[src/rtl/rom_port_arbiter.sv]
// rom_port_arbiter: shares one program/sound ROM memory port between the
// main CPU fetch path, the sound CPU fetch path and the ROM download writer.
// Reads are scheduled by a small IDLE/RD/WR sequencer. Pending download bytes
// win over reads. CPU and sound tie-break round-robin.
// Optional feature macro: ROM_ARB_HIT_EN. It adds a per-port last-address
// hit path that answers a repeated read from the held data without a memory
// access.
module rom_port_arbiter #(
    parameter int              AW       = 16,
    parameter int              DW       = 8,
    parameter int              CPU_AW   = 15,
    parameter int              SND_AW   = 14,
    parameter logic [AW-1:0]   SND_BASE = 16'h8000,
    parameter int              READ_LAT = 1
) (
    input  logic              clk_sys,
    input  logic              reset_n,
    // main CPU read port
    input  logic              cpu_req,
    input  logic [CPU_AW-1:0] cpu_addr,
    output logic              cpu_ack,
    output logic [DW-1:0]     cpu_q,
    // sound CPU read port
    input  logic              snd_req,
    input  logic [SND_AW-1:0] snd_addr,
    output logic              snd_ack,
    output logic [DW-1:0]     snd_q,
    // ROM download writer
    input  logic              dl_active,
    input  logic              dl_wr,
    input  logic [24:0]       dl_addr,
    input  logic [DW-1:0]     dl_data,
    output logic              dl_ovf,
    // shared memory port
    output logic [AW-1:0]     mem_addr,
    output logic              mem_we,
    output logic [DW-1:0]     mem_d,
    input  logic [DW-1:0]     mem_q
);

    if (READ_LAT < 1 || READ_LAT > 3) begin : g_lat_check
        $error("rom_port_arbiter: READ_LAT must be 1..3");
    end

    typedef enum logic [1:0] {
        ST_IDLE = 2'd0,
        ST_RD   = 2'd1,
        ST_WR   = 2'd2
    } state_t;

    // Last RD count: mem_addr is presented for READ_LAT cycles, then one
    // more cycle lets mem_q settle into the capture register.
    localparam logic [1:0] RD_LAST = 2'(READ_LAT);

    // Sequencer state
    state_t            state_q, state_d;
    logic              last_q, last_d;       // 0 = CPU served last
    logic              port_q, port_d;       // 0 = CPU, 1 = sound
    logic [1:0]        cnt_q, cnt_d;

    // Registered memory port
    logic [AW-1:0]     mem_addr_q, mem_addr_d;
    logic              mem_we_q, mem_we_d;
    logic [DW-1:0]     mem_d_q, mem_d_d;

    // Read port results
    logic              cpu_ack_q, cpu_ack_d;
    logic              snd_ack_q, snd_ack_d;
    logic [DW-1:0]     cpu_rdata_q, cpu_rdata_d;
    logic [DW-1:0]     snd_rdata_q, snd_rdata_d;

    // One-entry download write buffer
    logic              buf_vld_q, buf_vld_d;
    logic [AW-1:0]     buf_addr_q, buf_addr_d;
    logic [DW-1:0]     buf_data_q, buf_data_d;
    logic              ovf_q, ovf_d;
    logic              buf_clr;

    // Request decode
    logic [AW-1:0]     cpu_maddr;
    logic [AW-1:0]     snd_maddr;
    logic              dl_load;
    logic              rd_ok;
    logic              cpu_pend;
    logic              snd_pend;
    logic              grant_snd;
    logic              rd_done;

    assign cpu_maddr = {{(AW-CPU_AW){1'b0}}, cpu_addr};
    assign snd_maddr = SND_BASE | {{(AW-SND_AW){1'b0}}, snd_addr};

    // Bytes beyond the memory window are dropped without touching the buffer.
    assign dl_load   = dl_wr && (dl_addr[24:AW] == '0);

    // The cycle carrying an ack never grants a read, so a requester that
    // keeps req high is seen as a fresh request one cycle later.
    assign rd_ok     = !dl_active && !cpu_ack_q && !snd_ack_q;
    assign cpu_pend  = cpu_req && rd_ok;
    assign snd_pend  = snd_req && rd_ok;
    assign grant_snd = snd_pend && (!cpu_pend || !last_q);
    assign rd_done   = (state_q == ST_RD) && (cnt_q == RD_LAST);

`ifdef ROM_ARB_HIT_EN
    logic              cpu_hv_q, cpu_hv_d;
    logic              snd_hv_q, snd_hv_d;
    logic [CPU_AW-1:0] cpu_la_q, cpu_la_d;
    logic [SND_AW-1:0] snd_la_q, snd_la_d;
    logic              dl_active_q;
    logic              cpu_hit;
    logic              snd_hit;

    assign cpu_hit = cpu_hv_q && (cpu_la_q == cpu_addr);
    assign snd_hit = snd_hv_q && (snd_la_q == snd_addr);
`endif

    // Sequencer next state, memory port and read-port results
    always_comb begin
        state_d     = state_q;
        last_d      = last_q;
        port_d      = port_q;
        cnt_d       = cnt_q;
        mem_addr_d  = mem_addr_q;
        mem_we_d    = 1'b0;
        mem_d_d     = mem_d_q;
        cpu_ack_d   = 1'b0;
        snd_ack_d   = 1'b0;
        cpu_rdata_d = cpu_rdata_q;
        snd_rdata_d = snd_rdata_q;
        buf_clr     = 1'b0;

        case (state_q)
            ST_IDLE: begin
                if (buf_vld_q) begin
                    mem_addr_d = buf_addr_q;
                    mem_d_d    = buf_data_q;
                    mem_we_d   = 1'b1;
                    state_d    = ST_WR;
                end else if (cpu_pend || snd_pend) begin
                    port_d  = grant_snd;
                    cnt_d   = 2'd0;
                    state_d = ST_RD;
                    if (grant_snd) begin
                        mem_addr_d = snd_maddr;
                    end else begin
                        mem_addr_d = cpu_maddr;
                    end
`ifdef ROM_ARB_HIT_EN
                    // A repeat of the port's last completed address is
                    // answered from the held data; the memory port is left alone.
                    if (grant_snd && snd_hit) begin
                        snd_ack_d  = 1'b1;
                        last_d     = 1'b1;
                        mem_addr_d = mem_addr_q;
                        state_d    = ST_IDLE;
                    end else if (!grant_snd && cpu_hit) begin
                        cpu_ack_d  = 1'b1;
                        last_d     = 1'b0;
                        mem_addr_d = mem_addr_q;
                        state_d    = ST_IDLE;
                    end
`endif
                end
            end

            ST_RD: begin
                if (cnt_q == RD_LAST) begin
                    if (port_q) begin
                        snd_rdata_d = mem_q;
                        snd_ack_d   = 1'b1;
                        last_d      = 1'b1;
                    end else begin
                        cpu_rdata_d = mem_q;
                        cpu_ack_d   = 1'b1;
                        last_d      = 1'b0;
                    end
                    state_d = ST_IDLE;
                end else begin
                    cnt_d = cnt_q + 2'd1;
                end
            end

            ST_WR: begin
                buf_clr = 1'b1;
                state_d = ST_IDLE;
            end

            default: begin
                state_d = ST_IDLE;
            end
        endcase
    end

    // Write buffer load, drain and sticky overflow
    always_comb begin
        buf_vld_d  = buf_vld_q && !buf_clr;
        buf_addr_d = buf_addr_q;
        buf_data_d = buf_data_q;
        ovf_d      = ovf_q;
        if (dl_load) begin
            // A byte landing while the buffer drains takes the freed slot.
            if (buf_vld_d) begin
                ovf_d = 1'b1;
            end else begin
                buf_vld_d  = 1'b1;
                buf_addr_d = dl_addr[AW-1:0];
                buf_data_d = dl_data;
            end
        end
    end

    // Sequencer, memory port, read results and buffer registers
    always_ff @(posedge clk_sys or negedge reset_n) begin
        if (!reset_n) begin
            state_q     <= ST_IDLE;
            last_q      <= 1'b1;
            port_q      <= 1'b0;
            cnt_q       <= 2'd0;
            mem_addr_q  <= '0;
            mem_we_q    <= 1'b0;
            mem_d_q     <= '0;
            cpu_ack_q   <= 1'b0;
            snd_ack_q   <= 1'b0;
            cpu_rdata_q <= '0;
            snd_rdata_q <= '0;
            buf_vld_q   <= 1'b0;
            buf_addr_q  <= '0;
            buf_data_q  <= '0;
            ovf_q       <= 1'b0;
        end else begin
            state_q     <= state_d;
            last_q      <= last_d;
            port_q      <= port_d;
            cnt_q       <= cnt_d;
            mem_addr_q  <= mem_addr_d;
            mem_we_q    <= mem_we_d;
            mem_d_q     <= mem_d_d;
            cpu_ack_q   <= cpu_ack_d;
            snd_ack_q   <= snd_ack_d;
            cpu_rdata_q <= cpu_rdata_d;
            snd_rdata_q <= snd_rdata_d;
            buf_vld_q   <= buf_vld_d;
            buf_addr_q  <= buf_addr_d;
            buf_data_q  <= buf_data_d;
            ovf_q       <= ovf_d;
        end
    end

`ifdef ROM_ARB_HIT_EN
    // Hit tracking: remember each port's last completed address; any write
    // or the start of a download invalidates both entries.
    always_comb begin
        cpu_hv_d = cpu_hv_q;
        snd_hv_d = snd_hv_q;
        cpu_la_d = cpu_la_q;
        snd_la_d = snd_la_q;
        if (rd_done) begin
            if (port_q) begin
                snd_hv_d = 1'b1;
                snd_la_d = snd_addr;
            end else begin
                cpu_hv_d = 1'b1;
                cpu_la_d = cpu_addr;
            end
        end
        if ((state_q == ST_WR) || (dl_active && !dl_active_q)) begin
            cpu_hv_d = 1'b0;
            snd_hv_d = 1'b0;
        end
    end

    // Hit tracking registers
    always_ff @(posedge clk_sys or negedge reset_n) begin
        if (!reset_n) begin
            cpu_hv_q    <= 1'b0;
            snd_hv_q    <= 1'b0;
            cpu_la_q    <= '0;
            snd_la_q    <= '0;
            dl_active_q <= 1'b0;
        end else begin
            cpu_hv_q    <= cpu_hv_d;
            snd_hv_q    <= snd_hv_d;
            cpu_la_q    <= cpu_la_d;
            snd_la_q    <= snd_la_d;
            dl_active_q <= dl_active;
        end
    end
`endif

    assign cpu_ack  = cpu_ack_q;
    assign cpu_q    = cpu_rdata_q;
    assign snd_ack  = snd_ack_q;
    assign snd_q    = snd_rdata_q;
    assign dl_ovf   = ovf_q;
    assign mem_addr = mem_addr_q;
    assign mem_we   = mem_we_q;
    assign mem_d    = mem_d_q;

endmodule

[config.mk]
export PLATFORM = sky130hd
export DESIGN_NAME = rom_port_arbiter
export DESIGN_NICKNAME = d
export VERILOG_FILES = /design/src/rtl/rom_port_arbiter.sv
export SDC_FILE = /design/constraint.sdc
export NUM_CORES = 1
export LEC_CHECK = 0
export CORE_MARGIN = 3
export CORE_UTILIZATION = 40
export CTS_CLUSTER_DIAMETER = 50
export DETAILED_ROUTE_END_ITERATION = 6
export PLACE_DENSITY = 0.87
export SYNTH_ARGS = -nofsm -noshare
export SYNTH_HDL_FRONTEND = slang
export SYNTH_SLANG_ARGS = --single-unit
[constraint.sdc]
create_clock -name clk_sys -period 1.52 [get_ports clk_sys]
set_input_delay 0.304 -clock clk_sys [delete_from_list [all_inputs] [get_ports clk_sys]]
set_output_delay 0.304 -clock clk_sys [all_outputs]
set_load 0.05 [all_outputs]
-- Yosys cells after proc, flatten, opt, wreduce, memory -nomap -nowiden
Cells that the tools add are included.
- register bits after elaboration: 75
- output and inout port bits: 44
- add/subtract/negate cells: 1
- eq/ne operators: 8
- multiplexer cells: 21
- bitwise logic cells: 3
- reductions and logical operators: 29
- operator list (kind ; number):
    16-bit two-way mux ; 3
    2-bit two-way mux ; 6
    2-bit AND reduction ; 6
    1-bit two-way mux ; 10
    9-bit logical NOT ; 1
    3-bit AND reduction ; 3
    2-bit one-hot mux with 2 select lines ; 2
    1-bit logical AND ; 7
    1-bit logical NOT ; 6
    2-bit != test, second input constant ; 3
    2-bit by 1-bit == test with 1-bit output, second input constant ; 2
    4-bit AND reduction ; 1
    2-bit nonzero test ; 2
    3-bit != test, second input constant ; 1
    1-bit NOT ; 3
    2-bit by 1-bit adder with 2-bit output, second input constant ; 1
    2-bit == test, second input constant ; 1
    2-bit logical NOT ; 1
    1-bit logical OR ; 2
    2-bit by 1-bit != test with 1-bit output, second input constant ; 1

-- Logic depth before layout (Yosys ltp)
Gate-level depths: netlist of run 1.
- depth after elaboration: 10
- depth in mapped cells: 6
- gate-level depth less buffers: 6

-- Worst setup path before layout of run 1
No wires, ideal clock.
- path kind: register to register
- start point: register snd_ack_q (netlist: snd_ack)
- end point: register mem_addr_q[12] (netlist: mem_addr[12])
- setup time: 0.126 ns
- data arrival time: 1.571 ns
- required time: 1.394 ns
- slack: -0.177 ns
- cell stages (with the launch flop): 6
- path buffers: 1
- cell sequence: dfrtp_1 nor3_4 nand2_1 clkbuf_1 a21oi_1 o31ai_1
- word-level cells in the longest chain between the ends: 9
- ends and longest elaborated chain (element ; line ; text):
    from (decl) ; 68 ; logic snd_ack_q, snd_ack_d;
    from (signal assigned) ; 238 ; snd_ack_q <= snd_ack_d;
    1-bit logical NOT (*) ; 97 ; assign rd_ok = !dl_active && !cpu_ack_q && !snd_ack_q;
    1-bit logical AND (*) ; 97 ;
    1-bit logical AND ; 98 ; assign cpu_pend = cpu_req && rd_ok;
    1-bit logical NOT ; 100 ; assign grant_snd = snd_pend && (!cpu_pend || !last_q);
    1-bit logical OR ; 100 ;
    1-bit logical AND ; 100 ;
    16-bit two-way mux ; 142 ; if (grant_snd) begin
    16-bit two-way mux ; 138 ; end else if (cpu_pend || snd_pend) begin
    16-bit two-way mux ; 133 ; if (buf_vld_q) begin
    to (signal assigned) ; 234 ; mem_addr_q <= mem_addr_d;
    to (decl) ; 62 ; logic [AW-1:0] mem_addr_q, mem_addr_d;
Mark *: on every way between the ends. The rest lies on a longest branch, timed or not. The select of a mux whose other input is x is not followed.
A chain may end at the register's enable or synchronous reset.

-- Worst setup path after layout of run 1
- start point: register snd_ack_q (netlist: snd_ack)
- end point: register mem_addr_q[3] (netlist: mem_addr[3])
Same word-level chain as after synthesis.

==> metrics.yaml, run 1 <==
clocking:
  cts_root_buffer: "clkbuf_8"
  tritoncts_clock_tree: "done"
  cts-htree-levels: 3
  tritoncts_sinks: 75
  cts_made_buffers: 9
  max-clock-path-buffers: 2
  clkLatencyLatePin_ns: 0.34
  clkTransAtPathRegs_ns: 0.08
cells_and_area:
  drive_gt1_share_pct: 48.2
  antenna-diode-count: 0
  syn_to_final_growth_pct: 75.1
  number_of_nets_in_the_layout: 479
  fin_cells: 509
  final_cell_area_sq_mm: 0.00583
detailed_routing:
  remaining_drc_errors: 0
  route.vias.total: 2606
  drt-vias-per-instance: 5.12
  wl_per_cell_um: 17.8
  antenna_left: 0
  drt_wl_total_mm: 9.08
  drt_first_pass_iters: 4
  drt-initial-drc-count: 67
grt:
  grt-ovfl-total: 0
  global_route.usage.total_pct: 19.0
  maximum_number_of_pins_on_one_net_before_global_route_repair: 30
  grt_first_pass_wirelength_mm: 14.5
  vias_in_the_first_global_route: 2844
  antenna_found_initial: 0
sta:
  grt_setup_unrepaired: "yes"
  timing_worst_slew_pin_value_ns: 0.340
  maxClockFrequency_mhz: 660
  report.final.slew_viol_count: 0
  fraction_of_the_cycle_the_final_worst_path_needs_pct: 99.7
  maxSlewHeadroom_pct: 77.3
  worst_clock_skew_ns: 0.00897
  final_hold_viol_count: 0
  setup_violations: 0
  period_needed_ns: 1.51
min_path:
  worst_hold_path_type: "in -> async"
placed_design:
  post_dp_cell_area_sq_mm: 0.00522
  place.detailed.instances: 477
  dp_hpwl_mm: 6.33
  gp_congestion: 0.879
  port_buffers: 119
power_and_ir_drop:
  power.static_leakage_nw: 2.61
  irDropWorstVdd_uv: 1510
  power.total_mw: 10.3
  cellPowerDensity_mw_per_mm2: 1770
critical_path:
  rr_startpoint: "snd_ack$_DFF_PN0_"
  worst-r2r-setup-slack_ns: 0.005
  highest_fanout_seen_on_the_critical_path: 11
  critical_path_required_ns: 1.76
  data_arrival_at_the_endpoint_of_the_critical_path_ns: 1.75
  cp-startpoint: "snd_ack$_DFF_PN0_"
  worstRegToRegCells: 6
  criticalPathCategory: "reg -> reg"
  cp-endpoint: "mem_addr[3]$_DFFE_PN0P_"
  worst_r2r_endpoint: "mem_addr[3]$_DFFE_PN0P_"
  critical_path.startpoint_type: "register"
  end_kind: "register"
floorplanning:
  fp.dieH_um: 97.2
  die_area_sq_mm: 0.00945
  floorplan.initialDensity_pct: 42.2
  io-pin-count: 120
  number_of_placement_rows: 32
  die_extent_in_x_um: 97.2
  core_sq_mm: 0.00789
synthesis:
  netlist_instances: 250
  ys_seq_area_share_pct: 56.4
  synth-seq-cells: 75
  dominantRegCellSynth: "dfrtp_1"
  synth_async_sr_flop_share_pct: 100
  synth.yosys.warnings: 0
  count_of_flip_flops_with_a_built_in_enable_after_synthesis: 0
  synth_cell_types: 38
  syn_nets: 327
  syn-mean-instance-area_sq_um: 13.3
  mappedNetlistArea_sq_mm: 0.00333
run_status:
  outcome: "complete, no violations"
run:
  cap_viol_max_count: 0
cell usage after synthesis (4+ instances only):
library cell  number  area (sq um)
a21oi_1           14          70.1
a31o_2            14           123
buf_2              6          30.0
clkbuf_1           4          15.0
dfrtp_1           74          1850
inv_1              4          15.0
mux2_2            29           327
mux2_4            20           300
nand2_1           21          78.8
nor2b_1           15          93.8
o31ai_1           15           113
final cells by class:
type                    count  area, sq um
fillers                   502         2060
clock inverters             7          116
multi-input cells         156         1510
flip-flops and latches     75         1880
clock buffers               9          124
repair buffers            155         2050
inverters                   5         18.8
well taps                 102          128
layout by cell type (no fill, tap or decap), types with 2 or more instances in the layout:
master and n:
nand2_1 19, bufinv_16 3, o21ai_1 3, clkbuf_8 9, nor2_1 2, buf_4 19
a31o_2 14, buf_16 3, mux2_2 25, a21oi_2 8, dfrtp_1 71, clkinv_2 2
or2_4 2, buf_12 49, mux2_4 24, o31ai_1 9, clkdlybuf4s15_1 3, inv_1 4
dlygate4sd2_1 4, buf_6 9, nand2_2 2, nor2b_1 15, a21oi_1 6, dfrtp_2 3
o31ai_2 5, clkdlybuf4s50_1 66
worst min-delay path by stage:
stage	start	end	slack (ns)	cells past startpoint
finish	reset_n	state_q[1]$_DFFE_PN0P_	0.41	2
global route	reset_n	state_q[1]$_DFFE_PN0P_	0.42	2
CTS	reset_n	cnt_q[1]$_DFFE_PN0P_	0.41	2
detailed placement	reset_n	state_q[1]$_DFFE_PN0P_	0.23	1
global placement	reset_n	state_q[1]$_DFFE_PN0P_	0.22	1
floorplan	reset_n	buf_addr_q[0]$_DFFE_PN0P_	0.008	0
what timing repair did:
action / 4_1_cts / 5_1_grt
cloned: 3 / 2
buffers inserted: 10 / 3
pin swaps: 5 / 3
hold endpoints to repair: 18 / 0
hold buffers: 1 / 0
setup endpoints to repair: 52 / 63
gates resized for setup: 32 / 30
sequential cells by signal, summed over array words and instances, names as in the netlist:
register,flops
snd_ack,1
buf_vld_q,1
snd_q,8
state_q,2
cpu_q,8
mem_we,1
cpu_ack,1
mem_d,8
port_q,1
mem_addr,16
buf_data_q,8
dl_ovf,1
cnt_q,2
last_q,1
buf_addr_q,16
logic make-up after synthesis:
family,synth area share (%)
flip-flops,56.4
AO/OA/AOI/OAI,11.4
AND/OR/NAND/NOR,8.95
multiplexers,19.1
buffers and inverters,3.68
adder cells (fa/ha/maj),0.376
where the power goes:
group          total, mW  switching [mW]  internal [mW]
sequential          3.10           0.571           2.53
combinational       5.40            2.62           2.78
clock               1.84           0.750           1.09
total               10.3            3.94           6.40
critical path, stage by stage (launching register included):
cell     delay (ns)
dfrtp_2        0.44
nor3_4         0.22
buf_6          0.19
buf_4          0.12
a31o_2         0.16
a21oi_2        0.04
o31ai_2        0.24
layer usage:
metal  global-route usage, %  part of all wire, %
met1                    23.2                   40
met2                    32.5                   52
met3                    6.60                  7.3
met4                    4.47                 0.88
met5                       0                    0
through the flow:
stage	setup TNS, ns	utilization [%]	setup slack (ns)	hold slack, ns
5_1_grt	-1.08	73.9	-0.0631	0.423
4_1_cts	-0.237	72.1	-0.0267	0.411
2_1_floorplan	-0.365	-	-0.0182	0.00841
6_report	0	73.9	0.00510	0.413
3_5_place_dp	-20.52	66.2	-0.590	0.231
3_3_place_gp	-19.08	66.2	-0.549	0.224
Power figures use the tool's default switching activity.
==> run 2, diff against run 1 <==
==> constraint.sdc (replaced) <==
create_clock -name clk_sys -period 1.52 [get_ports clk_sys]
set_input_delay 0.304 -clock clk_sys [delete_from_list [all_inputs] [get_ports clk_sys]]
set_output_delay 0.304 -clock clk_sys [all_outputs]
set_load 0.005 [all_outputs]
==> metrics.yaml, run 2 (same netlist as run 1, synthesis figures left out) <==
cells_and_area:
  finalCoreUtilization_pct: 66.0  # -7.9 points
  layout.cells.most_common: "dfrtp_1"
  layout.cells.most_common_list: "72 x dfrtp_1, 67 x clkdlybuf4s50_1, 29 x dlygate4sd2_1, 26 x mux2_4, 26 x buf_4"
  drive_gt1_share_pct: 34.1  # -14 points
  fillers: 601  # +20%
  antenna-diode-count: 0  # unchanged
  final_cell_area_sq_mm: 0.00520  # -11%
  syn_to_final_growth_pct: 56.3
  number_of_nets_in_the_layout: 481  # +0.42%
grt:
  antenna_found_initial: 0  # unchanged
  global_route.usage.total_pct: 18.7  # -0.31 points
  grt_first_pass_wirelength_mm: 14.2  # -2.4%
  maximum_number_of_pins_on_one_net_before_global_route_repair: 41  # +37%
  grt-ovfl-total: 0  # unchanged
  vias_in_the_first_global_route: 2793  # -1.8%
clocking:
  tritoncts_sinks: 75  # unchanged
  clkLatencyLatePin_ns: 0.34  # about the same
  tritoncts_clock_tree: "done"
  max-clock-path-buffers: 2  # unchanged
  clkTransAtPathRegs_ns: 0.08  # about the same
  cts-htree-levels: 3  # unchanged
  cts_made_buffers: 9  # unchanged
  cts_root_buffer: "clkbuf_8"
run:
  cap_viol_max_count: 0  # unchanged
critical_path:
  worstRegToRegCells: 4  # -2
  cp_num_cells: 4  # -2
  cp-endpoint: "buf_addr_q[3]$_DFFE_PN0P_"
  highest_fanout_seen_on_the_critical_path: 8  # -3
  critical_path_required_ns: 1.74  # -0.02 ns
  data_arrival_at_the_endpoint_of_the_critical_path_ns: 1.73  # -0.02 ns
  critical_path_buf_inv_count: 1  # -1
  critical_path.startpoint_type: "register"
  worst_r2r_endpoint: "buf_addr_q[3]$_DFFE_PN0P_"
  path_delay_family: "flip-flops"
  critPathMaxStageDelay_ns: 0.45  # about the same
  cp-startpoint: "state_q[0]$_DFFE_PN0P_"
  criticalPathCategory: "reg -> reg"
  end_kind: "register"
  rr_startpoint: "state_q[0]$_DFFE_PN0P_"
  timing.critical_path.slowest_stage_cell: "dfrtp_2"
  worst-r2r-setup-slack_ns: 0.01  # about the same
  crit_chain: "o21ai_2, nor2b_4, buf_12, mux2_4"
floorplanning:
  die_extent_in_x_um: 97.2  # unchanged
  floorplan.initialDensity_pct: 42.2  # unchanged
  core_sq_mm: 0.00789  # unchanged
  number_of_placement_rows: 32  # unchanged
  io-pin-count: 120  # unchanged
  fp.dieH_um: 97.2  # unchanged
  die_area_sq_mm: 0.00945  # unchanged
sta:
  maxSlewHeadroom_pct: 79.4  # +2.1 points
  report.final.slew_viol_count: 0  # unchanged
  setup_total_negative_slack_ns: 0  # unchanged
  period_needed_ns: 1.51  # -0.00537 ns
  fin_worst_hold_slack_ns: 0.323  # -0.0901 ns
  maxClockFrequency_mhz: 662  # +0.36%
  grt_setup_unrepaired: "yes"
  setup_violations: 0  # unchanged
  final_hold_viol_count: 0  # unchanged
  timing_worst_slew_pin_value_ns: 0.305  # -0.0352 ns
  worst_clock_skew_ns: 0.00951  # +0.000538 ns
  fraction_of_the_cycle_the_final_worst_path_needs_pct: 99.3  # -0.35 points
placed_design:
  port_buffers: 119  # unchanged
  dp_hpwl_mm: 6.12  # -3.2%
  post_dp_cell_area_sq_mm: 0.00481  # -7.8%
  gp_congestion: 0.783  # -11%
detailed_routing:
  route.vias.total: 2559  # -1.8%
  wl_per_cell_um: 16.9  # -5.4%
  drt-vias-per-instance: 5.02  # -2.0%
  antenna_left: 0  # unchanged
  remaining_drc_errors: 0  # unchanged
  drt_wl_total_mm: 8.60  # -5.3%
  drt_first_pass_iters: 4  # unchanged
  drt-initial-drc-count: 72  # +7.5%
power_and_ir_drop:
  power.static_leakage_nw: 2.61  # about the same
  cellPowerDensity_mw_per_mm2: 1310  # -26%
  irDropWorstVdd_uv: 858  # -43%
run_status:
  outcome: "complete, no violations"
min_path:
  worst_hold_path_type: "in -> async"
[run 2: cell count changes in the layout (fill, tap and decap cells not counted), moves of 4 or more]
| cell | before | now |
|---|---|---|
| a21oi_1 | 6 | 14 |
| a21oi_2 | 8 | 0 |
| buf_12 | 49 | 9 |
| buf_4 | 19 | 26 |
| buf_6 | 9 | 2 |
| dlygate4sd2_1 | 4 | 29 |
| dlymetal6s2s_1 | 0 | 15 |
| o31ai_1 | 9 | 14 |
| o31ai_2 | 5 | 1 |
[run 2: area by class of cell]
type	instances	area [sq um]	area share (%)
multi-input combinational	156	1420	27.2
sequential	75	1880	36.1
timing repair buffer	157	1600	30.7
inverter	5	18.8	0.361
tap	102	128	2.45
clock inverter	3	15.0	0.289
clock buffer	12	145	2.79
[run 2: report_power, final]
group          leakage (nW)  switching, mW  internal [mW]  total (mW)
Sequential            0.976          0.302           2.53        2.83
Combinational          1.55           1.04           1.65        2.69
Clock                0.0860          0.686          0.622        1.31
Total                  2.61           2.03           4.79        6.82
[run 2: what timing repair did]
item,CTS,global route
buffers inserted,10,6
gates resized for setup,57,33
endpoints found under the hold margin,57,0
pin swaps,4,2
endpoints found under the setup margin,66,70
hold buffers,1,0
gates cloned,1,1
[run 2: worst min path at each step]
stage	from	end	slack, ns
global route	reset_n	mem_addr[4]$_DFFE_PN0P_	0.31
global placement	reset_n	mem_addr[4]$_DFFE_PN0P_	0.13
detailed placement	reset_n	mem_addr[4]$_DFFE_PN0P_	0.13
finish	reset_n	mem_addr[4]$_DFFE_PN0P_	0.32
floorplan	reset_n	buf_addr_q[0]$_DFFE_PN0P_	0.008
CTS	reset_n	mem_addr[4]$_DFFE_PN0P_	0.31
[run 2: stage by stage]
stage,total power [mW],worst slack (ns),instances
floorplan,3.90,-0.0182,250
global placement,5.39,-0.590,478
detailed placement,5.53,-0.618,478
CTS,6.77,0.000500,505
global route,7.28,-0.0324,510
finish,6.82,0.0105,510
[run 2: per-layer routing]
metal	vias to the layer above	track usage (%)	wire length, um
li1	1200	-	-
met4	0	6.28	127
met3	11	5.46	559
met5	-	0	0
met1	1263	22.7	3500
met2	85	32.0	4420
